==> config.mk <==
export PLATFORM = sky130hd
export DESIGN_NAME = lsu_mem_initiator_flat
export DESIGN_NICKNAME = d
export VERILOG_FILES = /design/src/rtl/lsu_mem_initiator_if.sv /design/src/rtl/lsu_mem_initiator.sv /design/src/flat_wrapper.sv
export SDC_FILE = /design/constraint.sdc
export NUM_CORES = 1
export LEC_CHECK = 0
export CORE_MARGIN = 3
export CORE_UTILIZATION = 41
export DETAILED_ROUTE_END_ITERATION = 7
export PLACE_DENSITY = 0.74
export SYNTH_ARGS = -nofsm -noshare
export SYNTH_HDL_FRONTEND = slang
export SYNTH_SLANG_ARGS = --single-unit
==> constraint.sdc <==
create_clock -name clk -period 5 [get_ports clk]
set_input_delay 1.5 -clock clk [delete_from_list [all_inputs] [get_ports clk]]
set_output_delay 1.5 -clock clk [all_outputs]
set_load 0.1 [all_outputs]
==> src/rtl/lsu_mem_initiator_if.sv <==
// ============================================================================
// Module      : lsu_mem_initiator_if
// Description : Word-organised data memory request/acknowledge bus.
// Revision    : 1.0 - initial release
// ============================================================================
`default_nettype none

interface lsu_mem_initiator_if;
    logic        mem_req;
    logic        mem_we;
    logic [31:0] mem_addr;
    logic [3:0]  mem_be;
    logic [31:0] mem_wdata;
    logic        mem_ack;
    logic [31:0] mem_rdata;

    modport master (
        output mem_req, mem_we, mem_addr, mem_be, mem_wdata,
        input  mem_ack, mem_rdata
    );

    modport slave (
        input  mem_req, mem_we, mem_addr, mem_be, mem_wdata,
        output mem_ack, mem_rdata
    );
endinterface

`default_nettype wire

==> src/rtl/lsu_mem_initiator.sv <==
// ============================================================================
// Module      : lsu_mem_initiator
// Description : MEM-stage load/store initiator driving a held req/ack memory
//               bus with byte lanes, load extension and timeout abort.
//               Define MISALIGN_TRAP_EN to trap misaligned half/word accesses.
// Revision    : 1.0 - initial release
// ============================================================================
`default_nettype none

module lsu_mem_initiator #(
    parameter int TIMEOUT = 255
) (
    input  wire         clk,
    input  wire         rst,
    input  wire         ex_valid,
    input  wire         ex_load,
    input  wire         ex_store,
    input  wire  [1:0]  ex_size,
    input  wire         ex_unsigned,
    input  wire  [31:0] ex_addr,
    input  wire  [31:0] ex_wdata,
    output logic        stall,
    output logic        ld_valid,
    output logic [31:0] ld_data,
    output logic        bus_err,
    output logic        misalign,
    lsu_mem_initiator_if.master bus
);

    typedef enum logic [1:0] {
        S_IDLE = 2'd0,
        S_REQ  = 2'd1,
        S_DONE = 2'd2
    } state_t;

    localparam logic [8:0] C_TMO = 9'(TIMEOUT);

    state_t      state_q, state_d;
    logic [7:0]  cnt_q, cnt_d;
    logic [1:0]  lo_q, lo_d;
    logic [1:0]  size_q, size_d;
    logic        uns_q, uns_d;
    logic        mem_req_q, mem_req_d;
    logic        mem_we_q, mem_we_d;
    logic [31:0] mem_addr_q, mem_addr_d;
    logic [3:0]  mem_be_q, mem_be_d;
    logic [31:0] mem_wdata_q, mem_wdata_d;
    logic        ld_valid_q, ld_valid_d;
    logic [31:0] ld_data_q, ld_data_d;
    logic        bus_err_q, bus_err_d;
    logic        misalign_q, misalign_d;

    logic        accept;
    logic        mis_new;
    logic [3:0]  be_new;
    logic [31:0] wdata_new;
    logic [31:0] rd_sh;
    logic [31:0] ld_ext;
    logic [8:0]  cnt_inc;

    assign accept  = (state_q == S_IDLE) && ex_valid && (ex_load || ex_store);
    assign cnt_inc = {1'b0, cnt_q} + 9'd1;

`ifdef MISALIGN_TRAP_EN
    assign mis_new = ((ex_size == 2'b01) && ex_addr[0]) ||
                     (ex_size[1] && (ex_addr[1:0] != 2'b00));
`else
    assign mis_new = 1'b0;
`endif

    // Little-endian lane selection; size 2'b11 behaves as a word.
    always_comb begin
        be_new    = 4'b1111;
        wdata_new = ex_wdata;
        if (ex_size == 2'b00) begin
            be_new    = 4'b0001 << ex_addr[1:0];
            wdata_new = {4{ex_wdata[7:0]}};
        end else if (ex_size == 2'b01) begin
            be_new    = ex_addr[1] ? 4'b1100 : 4'b0011;
            wdata_new = {2{ex_wdata[15:0]}};
        end
    end

    always_comb begin
        rd_sh  = bus.mem_rdata;
        ld_ext = bus.mem_rdata;
        if (size_q == 2'b00) begin
            rd_sh  = bus.mem_rdata >> {lo_q, 3'b000};
            ld_ext = {{24{~uns_q & rd_sh[7]}}, rd_sh[7:0]};
        end else if (size_q == 2'b01) begin
            rd_sh  = bus.mem_rdata >> {lo_q[1], 4'b0000};
            ld_ext = {{16{~uns_q & rd_sh[15]}}, rd_sh[15:0]};
        end
    end

    always_comb begin
        state_d     = state_q;
        cnt_d       = cnt_q;
        lo_d        = lo_q;
        size_d      = size_q;
        uns_d       = uns_q;
        mem_req_d   = mem_req_q;
        mem_we_d    = mem_we_q;
        mem_addr_d  = mem_addr_q;
        mem_be_d    = mem_be_q;
        mem_wdata_d = mem_wdata_q;
        ld_data_d   = ld_data_q;
        ld_valid_d  = 1'b0;
        bus_err_d   = 1'b0;
        misalign_d  = 1'b0;
        stall       = 1'b0;
        case (state_q)
            S_IDLE: begin
                if (accept) begin
                    stall  = 1'b1;
                    lo_d   = ex_addr[1:0];
                    size_d = ex_size;
                    uns_d  = ex_unsigned;
                    cnt_d  = 8'd0;
                    if (mis_new) begin
                        state_d    = S_DONE;
                        misalign_d = 1'b1;
                        ld_data_d  = 32'd0;
                    end else begin
                        state_d     = S_REQ;
                        mem_req_d   = 1'b1;
                        mem_we_d    = ex_store;
                        mem_addr_d  = {ex_addr[31:2], 2'b00};
                        mem_be_d    = be_new;
                        mem_wdata_d = wdata_new;
                    end
                end
            end
            S_REQ: begin
                stall = 1'b1;
                cnt_d = (cnt_inc >= C_TMO) ? C_TMO[7:0] : cnt_inc[7:0];
                // An ack in the cycle the count expires still wins over the abort.
                if (bus.mem_ack) begin
                    state_d   = S_DONE;
                    mem_req_d = 1'b0;
                    if (!mem_we_q) begin
                        ld_valid_d = 1'b1;
                        ld_data_d  = ld_ext;
                    end
                end else if (cnt_inc >= C_TMO) begin
                    state_d    = S_DONE;
                    mem_req_d  = 1'b0;
                    bus_err_d  = 1'b1;
                    ld_data_d  = 32'd0;
                    ld_valid_d = ~mem_we_q;
                end
            end
            S_DONE: begin
                state_d = S_IDLE;
            end
            default: begin
                state_d = S_IDLE;
            end
        endcase
    end

    always_ff @(posedge clk or posedge rst) begin
        if (rst) begin
            state_q     <= S_IDLE;
            cnt_q       <= 8'd0;
            lo_q        <= 2'd0;
            size_q      <= 2'd0;
            uns_q       <= 1'b0;
            mem_req_q   <= 1'b0;
            mem_we_q    <= 1'b0;
            mem_addr_q  <= 32'd0;
            mem_be_q    <= 4'd0;
            mem_wdata_q <= 32'd0;
            ld_valid_q  <= 1'b0;
            ld_data_q   <= 32'd0;
            bus_err_q   <= 1'b0;
            misalign_q  <= 1'b0;
        end else begin
            state_q     <= state_d;
            cnt_q       <= cnt_d;
            lo_q        <= lo_d;
            size_q      <= size_d;
            uns_q       <= uns_d;
            mem_req_q   <= mem_req_d;
            mem_we_q    <= mem_we_d;
            mem_addr_q  <= mem_addr_d;
            mem_be_q    <= mem_be_d;
            mem_wdata_q <= mem_wdata_d;
            ld_valid_q  <= ld_valid_d;
            ld_data_q   <= ld_data_d;
            bus_err_q   <= bus_err_d;
            misalign_q  <= misalign_d;
        end
    end

    assign bus.mem_req   = mem_req_q;
    assign bus.mem_we    = mem_we_q;
    assign bus.mem_addr  = mem_addr_q;
    assign bus.mem_be    = mem_be_q;
    assign bus.mem_wdata = mem_wdata_q;
    assign ld_valid      = ld_valid_q;
    assign ld_data       = ld_data_q;
    assign bus_err       = bus_err_q;
    assign misalign      = misalign_q;

endmodule

`default_nettype wire
==> src/flat_wrapper.sv <==
// flat-port wrapper written by rule: the top's interface ports become plain ports
module lsu_mem_initiator_flat 
#(
    parameter int TIMEOUT = 255
)
  (clk, rst, ex_valid, ex_load, ex_store, ex_size, ex_unsigned, ex_addr, ex_wdata, stall, ld_valid, ld_data, bus_err, misalign, bus_mem_req, bus_mem_we, bus_mem_addr, bus_mem_be, bus_mem_wdata, bus_mem_ack, bus_mem_rdata);
  lsu_mem_initiator_if bus_i ();
  input  wire clk;
  input  wire rst;
  input  wire ex_valid;
  input  wire ex_load;
  input  wire ex_store;
  input  wire  [1:0] ex_size;
  input  wire ex_unsigned;
  input  wire  [31:0] ex_addr;
  input  wire  [31:0] ex_wdata;
  output logic stall;
  output logic ld_valid;
  output logic [31:0] ld_data;
  output logic bus_err;
  output logic misalign;
  output wire logic [$bits(bus_i.mem_req)-1:0] bus_mem_req;
  output wire logic [$bits(bus_i.mem_we)-1:0] bus_mem_we;
  output wire logic [$bits(bus_i.mem_addr)-1:0] bus_mem_addr;
  output wire logic [$bits(bus_i.mem_be)-1:0] bus_mem_be;
  output wire logic [$bits(bus_i.mem_wdata)-1:0] bus_mem_wdata;
  input wire logic [$bits(bus_i.mem_ack)-1:0] bus_mem_ack;
  input wire logic [$bits(bus_i.mem_rdata)-1:0] bus_mem_rdata;
  assign bus_mem_req = bus_i.mem_req;
  assign bus_mem_we = bus_i.mem_we;
  assign bus_mem_addr = bus_i.mem_addr;
  assign bus_mem_be = bus_i.mem_be;
  assign bus_mem_wdata = bus_i.mem_wdata;
  assign bus_i.mem_ack = bus_mem_ack;
  assign bus_i.mem_rdata = bus_mem_rdata;
  lsu_mem_initiator #(.TIMEOUT(TIMEOUT)) u_core (.clk(clk), .rst(rst), .ex_valid(ex_valid), .ex_load(ex_load), .ex_store(ex_store), .ex_size(ex_size), .ex_unsigned(ex_unsigned), .ex_addr(ex_addr), .ex_wdata(ex_wdata), .stall(stall), .ld_valid(ld_valid), .ld_data(ld_data), .bus_err(bus_err), .misalign(misalign), .bus(bus_i));
endmodule
After elaboration in Yosys (flattened, before gate mapping)
Index checks and enable logic that the tools add are counted.
Word-level totals
  output and inout bits: 106
  input bits: 105
  word-level logic and storage cells: 71
  bits in registers: 117
Cells by class
  add/sub/neg operators: 1
  reduce and logical (&&, ||, !) cells: 13
  mux-type cells: 30
  $lt $le $gt $ge: 1
  shift-type cells: 3
  bitwise operators: 4
  equal/unequal tests: 6
Operator list (count)
  two-way mux 32 bit: 7
  right shift 32 x 5 -> 16 bit: 1
  right shift 32 x 5 -> 8 bit: 1
  two-way mux 8 bit: 2
  case mux 8 bit (2 select lines): 1
  two-way mux 4 bit: 3
  two-way mux 1 bit: 11
  adder 8 x 1 -> 9 bit, second input constant: 1
  >= comparator 9 x 8 -> 1 bit, second input constant: 1
  == test 2 x 1 -> 1 bit, second input constant: 3
  zero test 2 bit: 3
  two-way mux 2 bit: 3
  AND reduction 2 bit: 3
  AND reduction 3 bit: 2
  case mux 1 bit (2 select lines): 2
  case mux 2 bit (2 select lines): 1
  nonzero test 2 bit: 2
  left shift 1 x 2 -> 4 bit, first input constant: 1
  inequality test 3 x 2 -> 1 bit, second input constant: 1
  AND 1 bit: 2
  logical AND 1 bit: 2
  inequality test 2 x 1 -> 1 bit, second input constant: 1
  inequality test 2 bit, second input constant: 1
  NOT 1 bit: 2
  logical OR 1 bit: 1

Depth between registers and ports, before layout
  depth after elaboration: 6
  depth in mapped cells: 8
  depth with buffers taken out: 7

Worst setup path after synthesis
Ideal clock, no wire load.
  kind: input port to output port
  start: input ex_store
  end: output stall
  required time: 3500 ps
  slack: 1065 ps
  stages: 2
  path buffers: 0
  arrival: 2435 ps
  cell sequence: o211ai_1 -> nand2_1
On the way
  longest elaborated chain between the ends: 4
RTL lines
  from (decl): RTL line flat_wrapper.sv:12  | input wire ex_store;
  logical OR 1 bit: RTL line lsu_mem_initiator.sv:61  | assign accept = (state_q == S_IDLE) && ex_valid && (ex_load || ex_store);
  logical AND 1 bit: RTL line lsu_mem_initiator.sv:61
  two-way mux 1 bit: RTL line lsu_mem_initiator.sv:114  | if (accept) begin
  case mux 1 bit (2 select lines): RTL line lsu_mem_initiator.sv:112  | case (state_q)
  to (decl): RTL line flat_wrapper.sv:17  | output logic stall;
Every way passes these cells.

Worst setup path in the final report
Ends and elaborated chain as after synthesis.

==> reports/results.tsv <==
stage	metric	value	unit
outcome	status	finished clean	
sta	worst hold slack	0.478	ns
route	post-detailed-route count of antenna-violating nets	0	
route	met2 WL post-DR	8440	µm
critical_path	R2R Path Start	u_core.state_q[1]	
sta	final-report setup violation count	0	
floorplanning	die area	15700	µm²
route	drt pass-1 iters	5	
power	Tot Pwr	6.02	mW
power	P_sw	3.12	mW
clocking	clock latency on the worst-skew pair	0.41	ns
sta	Worst Skew	0.00694	ns
yosys	Async SR Flop Fraction	100	%
floorplanning	Initial Util	43.0	%
final_layout	share of layout cells above drive strength 1	7.14	%
place	Placed Instances	998	
yosys	area leader, netlist	dfrtp_1	
critical_path	Crit Path Class	input port to primary output	
clocking	Reg clk slew, reported paths	0.05	ns
sta	Tcrit/Tclk final	87.1	%
sta	final setup margin	0.645	ns
floorplanning	I/O pin count	211	
global_routing	total grt overflow	0	
place	routability congestion estimate	0.898	
critical_path	CP Launch Type	input port	
critical_path	r2r endpoint	u_core.ld_data[7]	
min_path	Worst Hold Class	register to register	
route	wire per inst	17.7	µm
yosys	Mapped Area	5830	µm²
route	Initial DRC Count	443	
floorplanning	die height	125	µm
final_layout	post-layout net count	948	
critical_path	critical path data arrival time	2.85	ns
clocking	Sink Count	117	
yosys	Avg Cell Area, Syn	8.96	µm²
sta	fin crit period	4.35	ns
sta	worst-margin pin slew	1.15	ns
route	Max Used Layer	met4	
yosys	yosys warns	0	
critical_path	CP Buf/Inv Count	2	
power	internal power	2.91	mW
sta	Slew HR	23.4	%
yosys	Cell variety after synth	49	
route	drc violations	0	
critical_path	Crit. End Element	primary output	
final_layout	non-filler cells, final	1030	
global_routing	pin count of the biggest net entering global routing	73	
clocking	Clock Path Buffers	2	
floorplanning	row cnt	42	
final_layout	commonest non-fill, non-tap cell in the layout	nand2_1	
critical_path	Reg2Reg Depth	4	
floorplanning	Die W	125	µm
critical_path	Req. time, crit path	3.50	ns
critical_path	CP cell instances	clkdlybuf4s50_1, o211ai_1, nand2_1, buf_12	
run	MaxCap Viol Count	0	
yosys	sequential share of the synthesized area	50.2	%
critical_path	worst stage delay on the critical path	0.52	ns
floorplanning	core area	13600	µm²
yosys	Synth Flop Type	dfrtp_1	
route	Via density	5.46	
critical_path	worst setup path startpoint	ex_store	
final_layout	commonest non-fill, non-tap cells in the layout	215 x nand2_1, 206 x clkdlybuf4s50_1, 117 x dfrtp_1, 82 x o21ai_0, 33 x mux2i_1	
yosys	Area contributors post-synth	dfrtp_1 50%, nand2_1 14%, o21ai_0 7.0%	
critical_path	CP endpoint	stall	
critical_path	FF-to-FF setup slack	2.32	ns
clocking	number of H-tree levels	4	
yosys	post-synthesis register bit count	117	
yosys	Yosys top cell area share	50.2	%
route	Detailed Route WL	18300	µm
power	clock power share	22.4	%
global_routing	All-Layer GR Usage	23.3	%
place	Post-DP Area	8040	µm²
power	sequential power share	24.1	%
sta	FMAX	230	MHz
sta	final hold vios	0	
clocking	CTS Buf Count	17	
clocking	CTS tree	done	
critical_path	peak fanout along the critical path	6	
place	Post-DP HPWL	12700	µm
power	Static Leakage	3.93	nW
global_routing	vias in the first global route	5606	
place	pre-CTS WS	0.656	ns
yosys	Syn Inst Count	651	
final_layout	diode count	0	
sta	max-slew violation count	0	
route	M1 wire length	7210	µm
global_routing	initial antenna violation count	0	
clocking	post_cts resized	0	
power	Power per Cell Area	693	nW/µm²
yosys	Post-synth EDFFs	0	
final_layout	Util after Layout	64.1	%
route	DR WL met3	2360	µm
route	via count	5626	
critical_path	Slowest-stage cell, CP	o211ai_1	
power	Switching Share	51.8	%
global_routing	first-pass GRT wire length	29600	µm
power	Gate power share	53.5	%
critical_path	CP top delay family	buffers and inverters	
sta	RSZ-0062 raised after global routing	no	
place	number of I/O port buffers	207	
clocking	hold buffer count at CTS	0	
final_layout	Design Area, Final	8690	µm²
final_layout	Area growth, synth to finish	48.9	%
critical_path	Critical Path Stages	4	
power	worst vdd ir	645	µV
sta	Sum Neg Setup Slack	0	ns
clocking	# Post-CTS Setup Buffers	0	
clocking	Root Buffer	clkbuf_16	
[state kept, by name, summed over array words and instances, names as in the netlist, 2 cells and up]
signal,cells
u_core.ld_data,32
u_core.lo_q,2
u_core.bus.mem_addr,30
u_core.size_q,2
u_core.cnt_q,8
u_core.bus.mem_wdata,32
u_core.bus.mem_be,4
u_core.state_q,2
[layer usage]
layer  up-vias  track usage (%)
met2       277             36.8
met4         0             7.46
met3        22             11.6
met1      2702             28.2
met5         -                0
li1       2625                -
[kinds of logic after synthesis]
group | count (synthesis) | synth area share (%)
and+or+nand+nor | 263 | 18.8
AOI/OAI and AO/OA | 166 | 17.2
muxes | 41 | 8.75
other | 1 | 0.0643
DFF | 117 | 50.2
adders and majority gates | 2 | 0.429
buffers and inverters | 61 | 4.48
[how the worst min path moves through the flow]
stage | start | endpoint | slack (ns) | depth (start not counted)
5_1_grt | u_core.bus.mem_addr[7] | u_core.bus.mem_addr[7] | 0.50 | 2
3_5_place_dp | u_core.bus.mem_addr[30] | u_core.bus.mem_addr[30] | 0.47 | 2
3_3_place_gp | u_core.bus.mem_addr[30] | u_core.bus.mem_addr[30] | 0.46 | 2
4_1_cts | u_core.bus.mem_addr[21] | u_core.bus.mem_addr[21] | 0.48 | 2
6_report | u_core.bus.mem_addr[28] | u_core.bus.mem_addr[28] | 0.48 | 2
2_1_floorplan | u_core.cnt_q[5] | u_core.cnt_q[5] | 0.52 | 1
[layout make-up]
type / instances / area (µm²)
fill: 1086 / 4870
clock buffer: 23 / 478
multi-input combinational: 475 / 2680
inverter: 16 / 62.6
timing repair buffer: 214 / 2150
sequential: 117 / 2930
tap: 176 / 220
clock inverter: 9 / 173
[tightest hold or removal path: stages, from the launching register on]
cell and delay (ns):
dfrtp_1 0.34, nand2_1 0.05, nand2_1 0.05
[cells in the mapped netlist, drive strengths merged, types with 2 or more instances]
library cell / number
a211oi: 11
nand3b: 2
mux2i: 33
buf: 9
nor2: 17
and4: 2
mux4: 8
ha: 2
o21ai: 84
o22ai: 8
o211ai: 18
clkbuf: 36
nor3: 5
a21oi: 24
nor4: 2
inv: 16
nand3: 6
nand2b: 4
dfrtp: 117
a21boi: 2
a22oi: 8
nor2b: 2
o211a: 3
a31oi: 2
or4: 2
nand2: 215
[power by group through the flow]
stage	Sequential (mW)	Clock (mW)	Combinational, mW
6_report	1.45	1.35	3.22
5_1_grt	1.49	1.41	3.37
4_1_cts	1.45	1.37	3.24
3_5_place_dp	1.46	0	3.22
3_3_place_gp	1.44	0	3.19
2_1_floorplan	3.17	0	0.675
Power figures use the tool's default switching activity.
